`config.mk`:
```
export PLATFORM = sky130hd
export DESIGN_NAME = delay_scheduler
export DESIGN_NICKNAME = d
export VERILOG_FILES = /design/src/rtl/delay_scheduler.sv
export SDC_FILE = /design/constraint.sdc
export NUM_CORES = 1
export LEC_CHECK = 0
export BUFFER_PORTS_ARGS = -buffer_cell sky130_fd_sc_hd__buf_2
export CORE_AREA = 2 2 83 85
export DETAILED_ROUTE_END_ITERATION = 10
export DIE_AREA = 0 0 85 87
export GPL_ROUTABILITY_DRIVEN = 0
export PLACE_DENSITY = 0.63
export SLEW_MARGIN = 10
export SYNTH_ARGS = -nofsm -noshare
export SYNTH_HDL_FRONTEND = slang
export SYNTH_SLANG_ARGS = --single-unit
export TNS_END_PERCENT = 50
```
`constraint.sdc`:
```
create_clock -name clk -period 2.51 [get_ports clk]
set_input_delay 0.3765 -clock clk [delete_from_list [all_inputs] [get_ports clk]]
set_output_delay 0.3765 -clock clk [all_outputs]
set_load 0.005 [all_outputs]
```
`src/rtl/delay_scheduler.sv`:
```
// delay_scheduler
//   Shared millisecond-delay engine. One prescaled counter is handed
//   round-robin to N_REQ requesters; the owner gets a one-cycle done
//   pulse when its requested delay has elapsed.
//
//   state | meaning
//   ------+------------------------------------------------------------
//   IDLE  | no owner; pick next requester at/after rr pointer
//   RUN   | prescaler + ms count running for the granted requester
//   DONE  | done pulse to owner, grant still held for this cycle
//
// Ports
//   clk       in   system clock
//   reset     in   synchronous, active-high
//   i_req     in   [N_REQ]        level request per requester
//   i_dly_ms  in   [N_REQ*DLY_W]  delay per requester, sampled at grant
//   o_grant   out  [N_REQ]        one-hot owner, zero when idle
//   o_done    out  [N_REQ]        one-cycle completion pulse to owner
//   o_busy    out                 high in RUN and DONE
module delay_scheduler #(
  parameter int N_REQ      = 4,
  parameter int DLY_W      = 8,
  parameter int CYC_PER_MS = 50000
) (
  input  logic                   clk,
  input  logic                   reset,
  input  logic [N_REQ-1:0]       i_req,
  input  logic [N_REQ*DLY_W-1:0] i_dly_ms,
  output logic [N_REQ-1:0]       o_grant,
  output logic [N_REQ-1:0]       o_done,
  output logic                   o_busy
);

  localparam int PTR_W = $clog2(N_REQ);
  localparam int PS_W  = $clog2(CYC_PER_MS);
  localparam logic [PS_W-1:0] PS_TERM = PS_W'(CYC_PER_MS - 1);

  localparam logic [1:0] S_IDLE = 2'd0;
  localparam logic [1:0] S_RUN  = 2'd1;
  localparam logic [1:0] S_DONE = 2'd2;

  logic [1:0]       r_state;
  logic [N_REQ-1:0] r_grant;
  logic [N_REQ-1:0] r_done;
  logic             r_busy;
  logic [N_REQ-1:0] r_mask;
  logic [PTR_W-1:0] r_ptr;
  logic [PTR_W-1:0] r_owner;
  logic [PS_W-1:0]  r_presc;
  logic [DLY_W-1:0] r_ms;
  logic [DLY_W-1:0] r_dly;

  logic [N_REQ-1:0] w_eff;
  logic             w_found;
  logic [PTR_W-1:0] w_sel;
  logic [N_REQ-1:0] w_sel_oh;
  logic [DLY_W-1:0] w_sel_dly;
  logic [PTR_W-1:0] w_next_ptr;
  logic             w_owner_req;
  logic [DLY_W-1:0] w_dly_m1;

  // Rotating priority search: offset 0 is the rr pointer itself.
  always_comb begin
    int j;
    j       = 0;
    w_eff   = i_req & ~r_mask;
    w_found = 1'b0;
    w_sel   = '0;
    for (int i = 0; i < N_REQ; i++) begin
      j = int'(r_ptr) + i;
      if (j >= N_REQ) j = j - N_REQ;
      if (!w_found && w_eff[j]) begin
        w_found = 1'b1;
        w_sel   = PTR_W'(j);
      end
    end
  end

  always_comb begin
    w_sel_oh  = '0;
    w_sel_dly = '0;
    for (int k = 0; k < N_REQ; k++) begin
      if (w_sel == PTR_W'(k)) begin
        w_sel_oh[k] = 1'b1;
        w_sel_dly   = i_dly_ms[k*DLY_W +: DLY_W];
      end
    end
  end

  assign w_next_ptr  = (r_owner == PTR_W'(N_REQ - 1)) ? '0 : r_owner + PTR_W'(1);
  // r_grant is one-hot on the owner, so this is req[owner].
  assign w_owner_req = |(i_req & r_grant);
  assign w_dly_m1    = r_dly - DLY_W'(1);

  always_ff @(posedge clk) begin
    if (reset) begin
      r_state <= S_IDLE;
      r_grant <= '0;
      r_done  <= '0;
      r_busy  <= 1'b0;
      r_mask  <= '0;
      r_ptr   <= '0;
      r_owner <= '0;
      r_presc <= '0;
      r_ms    <= '0;
      r_dly   <= '0;
    end else begin
      case (r_state)
        S_IDLE: begin
          // Mask only has to cover the single cycle after DONE.
          r_mask <= '0;
          if (w_found) begin
            r_grant <= w_sel_oh;
            r_owner <= w_sel;
            r_dly   <= w_sel_dly;
            r_presc <= '0;
            r_ms    <= '0;
            r_busy  <= 1'b1;
            r_state <= S_RUN;
          end
        end
        S_RUN: begin
          if (!w_owner_req) begin
            r_grant <= '0;
            r_busy  <= 1'b0;
            r_ptr   <= w_next_ptr;
            r_mask  <= '0;
            r_state <= S_IDLE;
          end else if (r_dly == '0) begin
            r_done  <= r_grant;
            r_state <= S_DONE;
          end else if (r_presc == PS_TERM) begin
            r_presc <= '0;
            r_ms    <= r_ms + DLY_W'(1);
            if (r_ms == w_dly_m1) begin
              r_done  <= r_grant;
              r_state <= S_DONE;
            end
          end else begin
            r_presc <= r_presc + PS_W'(1);
          end
        end
        S_DONE: begin
          r_done  <= '0;
          r_grant <= '0;
          r_busy  <= 1'b0;
          r_mask  <= r_grant;
          r_ptr   <= w_next_ptr;
          r_state <= S_IDLE;
        end
        default: begin
          r_grant <= '0;
          r_done  <= '0;
          r_busy  <= 1'b0;
          r_state <= S_IDLE;
        end
      endcase
    end
  end

  assign o_grant = r_grant;
  assign o_done  = r_done;
  assign o_busy  = r_busy;

endmodule

```
; ---- Yosys cells after proc, flatten, opt, wreduce, memory -nomap -nowiden
; Cells that the tools add are included.
[word_totals]
reg_bits = 51
in_bits = 38
output_inout_bits = 9
[op_classes]
add_sub_neg = 11
n_lt_le_gt_ge = 8
eq_ne = 17
n_mux = 63
bitwise_logic = 4
n_reduce_logical = 21
[ops]
columns = op, count
row1 = $lt A32 B4 Y1 const B, 4
row2 = $mux W32, 4
row3 = $mux W16, 4
row4 = $mux W8, 8
row5 = $pmux W16 S2, 1
row6 = $mux W4, 6
row7 = $mux W2, 11
row8 = $mux W1, 18
row9 = $add A16 B1 Y16 const B, 1
row10 = $eq A16 B16 Y1 const B, 1
row11 = $pmux W4 S2, 2
row12 = $pmux W8 S2, 1
row13 = $pmux W4 S3, 1
row14 = $sub A3 B3 Y4 const B, 3
row15 = $ne A2 B2 Y1 const B, 5
row16 = $ge A3 B3 Y1 const B, 3
row17 = $add A8 B1 Y8 const B, 1
row18 = $and A4 B4 Y4, 2
row19 = $bmux W1 S2, 4
row20 = $eq A2 B2 Y1 const B, 4
row21 = $eq A8 B8 Y1, 1
row22 = $logic_not A8 Y1, 1
row23 = $ne A4 B4 Y1 const B, 2
row24 = $pmux W2 S2, 2
row25 = other kinds (21), 34

; ---- Depth between registers and ports, before layout
; Gate-level depths: netlist of run 1.
[depth]
depth_word = 20
ltp_mapped = 8

; ---- Worst setup path before layout of run 1
; OpenSTA, ideal clock, no wires.
[synth_timing]
path_type = register -> register
from = register r_presc[0]
to = register r_presc[7]
setup_time_ps = 62
arrival_ps = 2006
path_slack_ps = 442
path_stages_with_launch = 8
period_less_slack_ps = 2068
cell_sequence = dfxtp_1 -> ha_1 -> and3_1 -> nand4_1 -> nand2_2 -> or4b_2 -> or4_1 -> nand3_1
[synth_between]
elab_chain_cells = 5
[synth_lines]
columns = item, line_no
row1 = from (decl), 49  ; logic [PS_W-1:0] r_presc;
row2 = from (signal assigned), 140  ; r_presc <= r_presc + PS_W'(1);
row3 = $add A16 B1 Y16 or $eq A16 B16 Y1 (tied branches), "140, 132"
row4 = $mux W16 *, 132  ; end else if (r_presc == PS_TERM) begin
row5 = $mux W16 *, 129  ; end else if (r_dly == '0) begin
row6 = $mux W16 *, 123  ; if (!w_owner_req) begin
row7 = $pmux W16 S2 *, 108  ; case (r_state)
; Every way passes the cells marked *; elsewhere a longest branch is shown, timed or not. The select of a mux whose other input is x is not followed.
; A chain may end at the register's enable or synchronous reset.

; ---- Final worst setup path of run 1
[layout_timing]
from = register r_dly[0]
to = register r_done[3], in the netlist o_done[3]
[layout_between]
elab_chain_cells = 4
[layout_lines]
columns = item, line_no
row1 = from (decl), 51  ; logic [DLY_W-1:0] r_dly;
row2 = from (signal assigned), 115  ; r_dly <= w_sel_dly;
row3 = $sub A8 B1 Y8 or $logic_not A8 Y1 (tied branches), "93, 129"
row4 = $eq A8 B8 Y1 or $mux W4 (tied branches), "135, 129"
row5 = $ne A3 B3 Y1 (no line) or $mux W4 (tied branches), n/a
row6 = $reduce_and A4 Y1 (no line) or $pmux W4 S2 (tied branches), n/a
row7 = to (signal assigned), 130  ; r_done <= r_grant;
row8 = to (signal assigned), 136  ; r_done <= r_grant;
row9 = to (decl), 44  ; logic [N_REQ-1:0] r_done;
; Parallel ways exist; a longest one is shown, timed or not. The select of a mux whose other input is x is not followed.

==> results.sh, run 1 <==
export IMPL_synth_fp_nets=374
export IMPL_clkTransAtPathRegs_ns=0.10
export IMPL_port_buffers=46
export IMPL_fp_dieH_um=87
export IMPL_worstMarginPinSlew_ns=0.499
export IMPL_ys_async_sr_fraction=0
export IMPL_layout_commonest_cell="dfxtp_1"
export IMPL_drtIter0Drc=103
export IMPL_ys_seq_area_frac=0.358
export IMPL_grt_pass1_vias=2495
export IMPL_drv_slew=0
export IMPL_io_pins=47
export IMPL_fin_tns_setup_ns=0
export IMPL_synth_cell_type_count=58
export IMPL_period_minus_slack_ns=2.31
export IMPL_vias_per_cell=5.62
export IMPL_cts_tree="done"
export IMPL_p_switching_mw=0.616
export IMPL_synth_edf_count=0
export IMPL_crit_fanout=5
export IMPL_crit_required_ns=2.72
export IMPL_path_class="reg2reg"
export IMPL_timing_rr_end="o_done[3]"
export IMPL_cts_sinks=51
export IMPL_period_share=0.919
export IMPL_synth_top_cell_by_area="dfxtp_1"
export IMPL_status="finished clean"
export IMPL_synthMuxAreaShare=0.0703
export IMPL_synth_seq_cells=51
export IMPL_synth_top_family_by_area="simple AND/OR/NAND/NOR gates"
export IMPL_synth_fa_ha_area_frac=0.0220
export IMPL_clock_power_share=0.329
export IMPL_cts_resized=0
export IMPL_final_nets=426
export IMPL_dp_hpwl_um=5010
export IMPL_hold_viol_final=0
export IMPL_total_power_mw=2.10
export IMPL_setup_ws_ns=0.202
export IMPL_antenna_found_initial=0
export IMPL_final_area_um2=3330
export IMPL_drc_errors=0
export IMPL_synth_compound_area_share=0.165
export IMPL_row_count=30
export IMPL_p_int_mw=1.48
export IMPL_wl_per_cell_um=14.4
export IMPL_setup_viol=0
export IMPL_nFillCells=645
export IMPL_antenna_cells=0
export IMPL_clock_path_buffers=2
export IMPL_yosysWarnings=0
export IMPL_dieArea_um2=7400
export IMPL_fmax_ghz=0.433
export IMPL_worstPathArrival_ns=2.52
export IMPL_synth_xor_area_frac=0.0769
export IMPL_critPathLaunch="r_dly[0]"
export IMPL_reg2reg_setup_slack_ns=0.20
export IMPL_cts_setup_buffers=0
export IMPL_root_buffer="clkbuf_8"
export IMPL_placedInstanceArea_um2=3200
export IMPL_post_route_util=0.507
export IMPL_cp_start_kind="register"
export IMPL_track_usage=0.187
export IMPL_wl_um=6700
export IMPL_grt_pass1_wl_um=11400
export IMPL_final_antenna_net_count=0
export IMPL_endpoint="o_done[3]"
export IMPL_first_pass_iters=4
export IMPL_syn_area_um2=2850
export IMPL_power_density_nw_per_um2=630
export IMPL_htree_levels=2
export IMPL_p_sw_frac=0.294
export IMPL_rsz0062_at_grt="no"
export IMPL_core_area_um2=6570
export IMPL_grt_max_degree=24
export IMPL_synth_flop_cell="dfxtp_1"
export IMPL_syn_to_final_growth_pct=17.0
export IMPL_yosys_area_share_simple=0.271
export IMPL_cap_violations=0
export IMPL_yosysTopAreaCellShare=0.358
export IMPL_p_seq_frac=0.433
export IMPL_r2r_start="r_dly[0]"
export IMPL_synth_cells=331
export IMPL_start_util=0.434
export IMPL_max_vdd_ir_drop_v=0.000473
export IMPL_combinationalPowerShare=0.237
export IMPL_clk_latency_ns=0.32
export IMPL_hold_class="in2reg"
export IMPL_dp_slack_ns=0.226
export IMPL_drive_above_1_share=0.221
export IMPL_vias=2608
export IMPL_synth_area_leaders="dfxtp_1, nor2_1, xnor2_1, mux2i_1, mux2_2"
export IMPL_skew_ns=0.00866
export IMPL_leakage_nw=1.32
export IMPL_rr_worst_depth=8
export IMPL_grt_overflow_total=0
export IMPL_relSlewSlack=0.664
export IMPL_cts_buffers=5
export IMPL_postCtsHoldBufs=0
export IMPL_min_from="i_dly_ms[8]"
export IMPL_mostFrequentLayoutCells="dfxtp_1, nor2_1, buf_2"
export IMPL_dieWidth_um=85
export IMPL_avgSynthCellArea_um2=8.61
export IMPL_critPathCaptureType="register"
## through the flow
step | hold slack, ns | instances
after global placement | 0.443 | 456
after global routing | 0.380 | 464
after CTS | 0.350 | 464
final | 0.356 | 464
after detailed placement | 0.458 | 456
after floorplan | 0.451 | 331
## power by group through the flow
stage	Clock (mW)	Combinational [mW]	Sequential, mW
after floorplan	0	0.364	0.909
after global placement	0	0.492	0.927
after detailed placement	0	0.499	0.928
after CTS	0.704	0.502	0.910
after global routing	0.733	0.551	0.918
final	0.691	0.498	0.909
## synthesized netlist by cell type, types with 8 or more instances
master and count:
a21oi_1 16, and3_1 10, dfxtp_1 51, inv_1 8, mux2_2 8, mux2i_1 11
nand2_1 19, nand3_1 13, nand4_1 10, nor2_1 46, nor3_1 10, xnor2_1 15
xor2_1 10
## worst min-delay path by stage
stage	endpoint	cells past startpoint
3_3_place_gp	o_busy	1
6_report	r_dly[0]	3
4_1_cts	r_dly[0]	3
2_1_floorplan	o_busy	1
3_5_place_dp	o_busy	1
5_1_grt	r_dly[1]	3
## metal layers
layer  track usage  part of all wire  up-vias
li1              -                 -     1319
met1         0.243              0.49     1217
met2         0.313              0.46       60
met3        0.0341             0.040       12
met4        0.0635             0.016        0
met5             0                 0        -
## layout make-up
class                           count  area [µm²]  share of cell area
Clock inverter                      3        67.6              0.0203
Clock buffer                        5        68.8              0.0207
Tap cell                           80         100              0.0300
Multi-Input combinational cell    259        1720               0.517
Timing Repair Buffer               58         320              0.0961
Sequential cell                    51        1020               0.306
Inverter                            8        30.0             0.00901
## worst max-delay path, stage by stage (launching register included)
cell	delay (ns)
dfxtp_1	0.44
inv_1	0.12
ha_1	0.28
o21ba_2	0.21
a221o_1	0.36
a22oi_2	0.22
nand4_1	0.19
and3_1	0.25
a21o_1	0.15
## cells by family (layout without fill, tap and decap cells)
kind of cell,Yosys count,count (layout)
simple gates,147,147
compound gates,63,63
flops,51,51
xor+xnor,25,25
buf+inv,21,74
mux,19,19
fa+ha+maj,5,5
## flip-flops by register name, indices dropped and copies added, names as in the netlist
name,cells
r_presc,16
r_dly,8
r_ms,8
o_done,4
o_grant,4
r_mask,4
r_owner,2
r_ptr,2
r_state,2
o_busy,1
Power figures use the tool's default switching activity.
==> inputs of run 2 (changes only) <==
--- a/config.mk
+++ b/config.mk
@@ -6,13 +6,13 @@
 export NUM_CORES = 1
 export LEC_CHECK = 0
 export BUFFER_PORTS_ARGS = -buffer_cell sky130_fd_sc_hd__buf_2
-export CORE_AREA = 2 2 83 85
+export CORE_AREA = 2 2 75 77
 export DETAILED_ROUTE_END_ITERATION = 10
-export DIE_AREA = 0 0 85 87
+export DIE_AREA = 0 0 77 79
 export GPL_ROUTABILITY_DRIVEN = 0
-export PLACE_DENSITY = 0.63
+export PLACE_DENSITY = 0.75
 export SLEW_MARGIN = 10
 export SYNTH_ARGS = -nofsm -noshare
 export SYNTH_HDL_FRONTEND = slang
 export SYNTH_SLANG_ARGS = --single-unit
-export TNS_END_PERCENT = 50
+export TNS_END_PERCENT = 10
==> constraint.sdc (replaced) <==
create_clock -name clk -period 2.51 [get_ports clk]
set_input_delay 0.251 -clock clk [delete_from_list [all_inputs] [get_ports clk]]
set_output_delay 0.251 -clock clk [all_outputs]
set_load 0.005 [all_outputs]
==> run 2 against run 1 <==
  * Flip-flop and latch count unchanged
  * Highest routed layer unchanged
  * Largest cell class unchanged
  * Routed wire length is 1.9% lower
  * Clock skew is 0.0024 ns lower
  * Critical path type unchanged
==> results.sh, run 2 (synthesized netlist as in run 1, its figures left out) <==
export IMPL_status="finished clean"
export IMPL_clock_path_buffers=2
export IMPL_relSlewSlack=0.633
export IMPL_first_pass_iters=4
export IMPL_drive_above_1_share=0.215
export IMPL_largest_reg_flops=16
export IMPL_htree_levels=2
export IMPL_power_density_nw_per_um2=597
export IMPL_reg_largest_list="r_presc x16, r_dly x8, r_ms x8"
export IMPL_dieArea_um2=6080
export IMPL_final_nets=424
export IMPL_postCtsHoldBufs=0
export IMPL_io_pins=47
export IMPL_top_register="r_presc"
export IMPL_cap_violations=0
export IMPL_crit_required_ns=2.70
export IMPL_crit_fanout=5
export IMPL_clkTransAtPathRegs_ns=0.09
export IMPL_vias_per_cell=5.77
export IMPL_setup_viol=0
export IMPL_rsz0062_at_grt="no"
export IMPL_slowest_delay_ns=0.42
export IMPL_hold_slack_ns=0.254
export IMPL_hold_class="in2reg"
export IMPL_vias=2615
export IMPL_antenna_found_initial=0
export IMPL_fin_tns_setup_ns=0
export IMPL_clk_latency_ns=0.29
export IMPL_dieWidth_um=77
export IMPL_final_antenna_net_count=0
export IMPL_cts_buffers=5
export IMPL_track_usage=0.230
export IMPL_mostFrequentLayoutCells="dfxtp_1, nor2_1, buf_2"
export IMPL_grt_pass1_wl_um=11600
export IMPL_max_vdd_ir_drop_v=0.000299
export IMPL_grt_max_degree=24
export IMPL_cts_setup_buffers=0
export IMPL_fp_dieH_um=79
export IMPL_grt_overflow_total=0
export IMPL_wl_um=6570
export IMPL_post_route_util=0.613
export IMPL_crit_family="compound AO/OA/AOI/OAI gates"
export IMPL_antenna_cells=0
export IMPL_final_cells=453
export IMPL_critPathCaptureType="register"
export IMPL_drc_errors=0
export IMPL_worstPathArrival_ns=2.46
export IMPL_crit_path_top_delay_cell="dfxtp_1"
export IMPL_core_area_um2=5340
export IMPL_critical_path_buf_inv_count=1
export IMPL_cts_tree="done"
export IMPL_drv_slew=0
export IMPL_grt_pass1_vias=2503
export IMPL_row_count=27
export IMPL_leakage_nw=1.30
export IMPL_start_util=0.534
export IMPL_dp_hpwl_um=4940
export IMPL_layout_commonest_cell="dfxtp_1"
export IMPL_crit_chain="inv_1 > ha_1 > o21ba_2 > a221o_1 > a22oi_2 > nand4_1 > and3_1 > a21o_1"
export IMPL_skew_ns=0.00629
export IMPL_wl_per_cell_um=14.5
export IMPL_drtIter0Drc=131
export IMPL_cts_resized=0
export IMPL_fmax_ghz=0.440
export IMPL_dp_cells=446
export IMPL_hold_viol_final=0
export IMPL_port_buffers=46
export IMPL_path_class="reg2reg"
export IMPL_worstMarginPinSlew_ns=0.546
export IMPL_cp_start_kind="register"
export IMPL_cts_sinks=51
export IMPL_period_share=0.905
export IMPL_period_minus_slack_ns=2.27
export IMPL_root_buffer="clkbuf_8"
export IMPL_total_power_mw=1.96
export IMPL_syn_to_final_growth_pct=14.9
[run 2: cell count changes in the layout (fill, tap and decap cells not counted)]
| cell | change |
|---|---|
| clkbuf_1 | +1 |
| buf_4 | -2 |
| o32a_2 | +1 |
| o32a_1 | -1 |
| bufinv_16 | -1 |
| clkinvlp_4 | -1 |
[run 2: final cells by class]
type                    count  area [µm²]
fillers                   490        2060
multi-input cells         259        1730
flip-flops and latches     51        1020
repair buffers             56         305
well taps                  72        90.1
clock buffers               6        72.6
clock inverters             1        30.0
inverters                   8        30.0
[run 2: worst min-delay path, cell delays in order]
cell and delay [ns]:
buf_2 0.07, mux2i_1 0.06, o221ai_1 0.13
[run 2: metal layers]
| layer | global-route usage | vias to the layer above | wire length [µm] |
|---|---|---|---|
| met4 | 0.0679 | 0 | 84 |
| met5 | 0 | - | 0 |
| li1 | - | 1307 | - |
| met3 | 0.0330 | 9 | 286 |
| met2 | 0.376 | 79 | 3020 |
| met1 | 0.318 | 1220 | 3190 |
[run 2: per-stage QoR]
stage | worst slack (ns) | cell area, µm²
detailed placement | 0.129 | 3170
floorplan | 0.442 | 2850
finish | 0.238 | 3270
CTS | 0.140 | 3270
global placement | 0.182 | 3170
global route | 0.0573 | 3270
[run 2: power by group]
group	internal (mW)	leakage [nW]	switching (mW)
sequential	0.853	0.414	0.0606
clock	0.293	0.0513	0.259
combinational	0.227	0.835	0.263
[run 2: path summary, 6_finish.rpt]
kind | to | cells after the start | slack (ns) | start
min reg2reg | o_busy | 1 | 0.47 | o_busy
max | o_done[0] | 8 | 0.24 | r_dly[0]
max reg2reg | o_done[0] | 8 | 0.24 | r_dly[0]
min | r_dly[0] | 3 | 0.25 | i_dly_ms[24]
==> inputs of run 3 (changes only) <==
--- a/config.mk
+++ b/config.mk
@@ -7,6 +7,7 @@
 export LEC_CHECK = 0
 export BUFFER_PORTS_ARGS = -buffer_cell sky130_fd_sc_hd__buf_2
 export CORE_AREA = 2 2 75 77
+export CTS_CLUSTER_SIZE = 16
 export DETAILED_ROUTE_END_ITERATION = 10
 export DIE_AREA = 0 0 77 79
 export GPL_ROUTABILITY_DRIVEN = 0
==> constraint.sdc (replaced) <==
create_clock -name clk -period 2.6 [get_ports clk]
set_input_delay 0.26 -clock clk [delete_from_list [all_inputs] [get_ports clk]]
set_output_delay 0.26 -clock clk [all_outputs]
set_load 0.005 [all_outputs]
==> run 3 against run 2 <==
  * Via count hardly changed
  * Die area stayed put
  * Routed wire length is 1.0% higher
  * Critical path type unchanged
  * Largest cell class unchanged
==> results.sh, run 3 (synthesized netlist as in run 1, its figures left out) <==
export IMPL_status="finished clean"
export IMPL_root_buffer="clkbuf_8"
export IMPL_skew_ns=0.00728
export IMPL_track_usage=0.231
export IMPL_grt_overflow_total=0
export IMPL_wl_um=6640
export IMPL_route_met2_wl_um=3100
export IMPL_vias=2614
export IMPL_multiInputGateArea_um2=1720
export IMPL_wl_met3_um=314
export IMPL_dieWidth_um=77
export IMPL_clk_latency_ns=0.31
export IMPL_seq_area_um2=1020
export IMPL_drv_slew=0
export IMPL_core_area_um2=5340
export IMPL_hold_viol_final=0
export IMPL_dp_slack_ns=0.324
export IMPL_layout_commonest_cell="dfxtp_1"
export IMPL_wl_per_cell_um=14.7
export IMPL_drive_above_1_share=0.211
export IMPL_cp_start_kind="register"
export IMPL_power_density_nw_per_um2=586
export IMPL_top_register="r_presc"
export IMPL_port_buffers=46
export IMPL_top_layer="met4"
export IMPL_grt_pass1_wl_um=11500
export IMPL_worstHoldEndpoint="r_dly[1]"
export IMPL_period_minus_slack_ns=2.30
export IMPL_fin_tns_setup_ns=0
export IMPL_setup_ws_ns=0.301
export IMPL_clock_path_buffers=2
export IMPL_p_switching_mw=0.569
export IMPL_holdPathStages=3
export IMPL_cts_resized=0
export IMPL_mostFrequentLayoutCells="dfxtp_1, nor2_1, buf_2"
export IMPL_post_route_util=0.612
export IMPL_slowest_delay_ns=0.42
export IMPL_vias_per_cell=5.80
export IMPL_wl_met1_um=3130
export IMPL_dp_hpwl_um=4790
export IMPL_clkTransAtPathRegs_ns=0.09
export IMPL_clock_power_share=0.297
export IMPL_crit_required_ns=2.81
export IMPL_grt_pass1_vias=2546
export IMPL_cap_violations=0
export IMPL_max_vdd_ir_drop_v=0.000350
export IMPL_min_from="i_dly_ms[9]"
export IMPL_largest_reg_flops=16
export IMPL_crit_fanout=5
export IMPL_cts_buffers=5
export IMPL_period_share=0.884
export IMPL_hold_class="in2reg"
export IMPL_crit_chain="inv_1 > ha_1 > o21ba_2 > a221o_1 > a22oi_2 > nand4_1 > and3_1 > a21o_1"
export IMPL_rr_worst_depth=8
export IMPL_htree_levels=2
export IMPL_relSlewSlack=0.630
export IMPL_nFillCells=501
export IMPL_worstPathArrival_ns=2.51
export IMPL_reg_largest_list="r_presc x16, r_dly x8, r_ms x8"
export IMPL_drtIter0Drc=165
export IMPL_drc_errors=0
export IMPL_crit_path_top_delay_cell="dfxtp_1"
export IMPL_first_pass_iters=5
export IMPL_fmax_ghz=0.435
export IMPL_final_nets=421
export IMPL_cts_tree="done"
export IMPL_fp_dieH_um=79
export IMPL_leakage_nw=1.29
export IMPL_dieArea_um2=6080
export IMPL_setup_viol=0
export IMPL_final_antenna_net_count=0
export IMPL_antenna_found_initial=0
export IMPL_io_pins=47
export IMPL_antenna_cells=0
export IMPL_row_count=27
export IMPL_critical_path_buf_inv_count=1
export IMPL_path_class="reg2reg"
export IMPL_p_int_mw=1.34
export IMPL_rsz0062_at_grt="no"
export IMPL_reg2reg_setup_slack_ns=0.30
export IMPL_postCtsHoldBufs=0
export IMPL_cts_setup_buffers=0
export IMPL_critPathLaunch="r_dly[0]"
export IMPL_crit_family="compound AO/OA/AOI/OAI gates"
export IMPL_timing_rr_end="o_done[1]"
export IMPL_p_sw_frac=0.297
export IMPL_syn_to_final_growth_pct=14.6
export IMPL_p_seq_frac=0.462
export IMPL_critPathCaptureType="register"
export IMPL_r2r_start="r_dly[0]"
export IMPL_start_util=0.534
export IMPL_combinationalPowerShare=0.240
export IMPL_cts_sinks=51
export IMPL_grt_max_degree=24
export IMPL_worstMarginPinSlew_ns=0.555
## run 3: how the worst max path moves through the flow
| stage | endpoint | slack (ns) | depth (start not counted) |
|---|---|---|---|
| 2_1_floorplan | r_presc[7] | 0.53 | 7 |
| 3_5_place_dp | o_done[1] | 0.32 | 8 |
| 4_1_cts | o_done[1] | 0.31 | 8 |
| 6_report | o_done[1] | 0.30 | 8 |
| 3_3_place_gp | o_done[1] | 0.34 | 8 |
| 5_1_grt | r_presc[10] | 0.06 | 6 |
## run 3: metrics by stage
step / hold slack [ns] / cells / area, µm² / power [mW]
4_1_cts: 0.249 / 451 / 3270 / 1.93
2_1_floorplan: 0.451 / 331 / 2850 / 1.23
5_1_grt: 0.252 / 451 / 3270 / 2.02
3_3_place_gp: 0.437 / 443 / 3150 / 1.34
3_5_place_dp: 0.436 / 443 / 3150 / 1.36
6_report: 0.257 / 451 / 3270 / 1.91
## run 3: tightest hold or removal path: stages
cell and delay, ns:
buf_2 0.07, mux2i_1 0.06, o221ai_1 0.14
## run 3: area by class of cell
class	count	share of cell area
multi-input cells	259	0.528
flip-flops and latches	51	0.313
repair buffers	53	0.0866
well taps	72	0.0276
clock buffers	6	0.0253
clock inverters	2	0.0107
inverters	8	0.00920
## run 3: metal layers
layer | vias to the layer above | GRT usage
met5 | - | 0
met4 | 0 | 0.0643
met3 | 10 | 0.0455
met2 | 73 | 0.394
met1 | 1226 | 0.299
li1 | 1305 | -
## run 3: power by group through the flow
stage / clock network, mW / logic [mW] / registers (mW)
6_report: 0.569 / 0.460 / 0.885
5_1_grt: 0.617 / 0.510 / 0.893
4_1_cts: 0.589 / 0.458 / 0.882
3_5_place_dp: 0 / 0.455 / 0.900
3_3_place_gp: 0 / 0.445 / 0.899
2_1_floorplan: 0 / 0.352 / 0.878
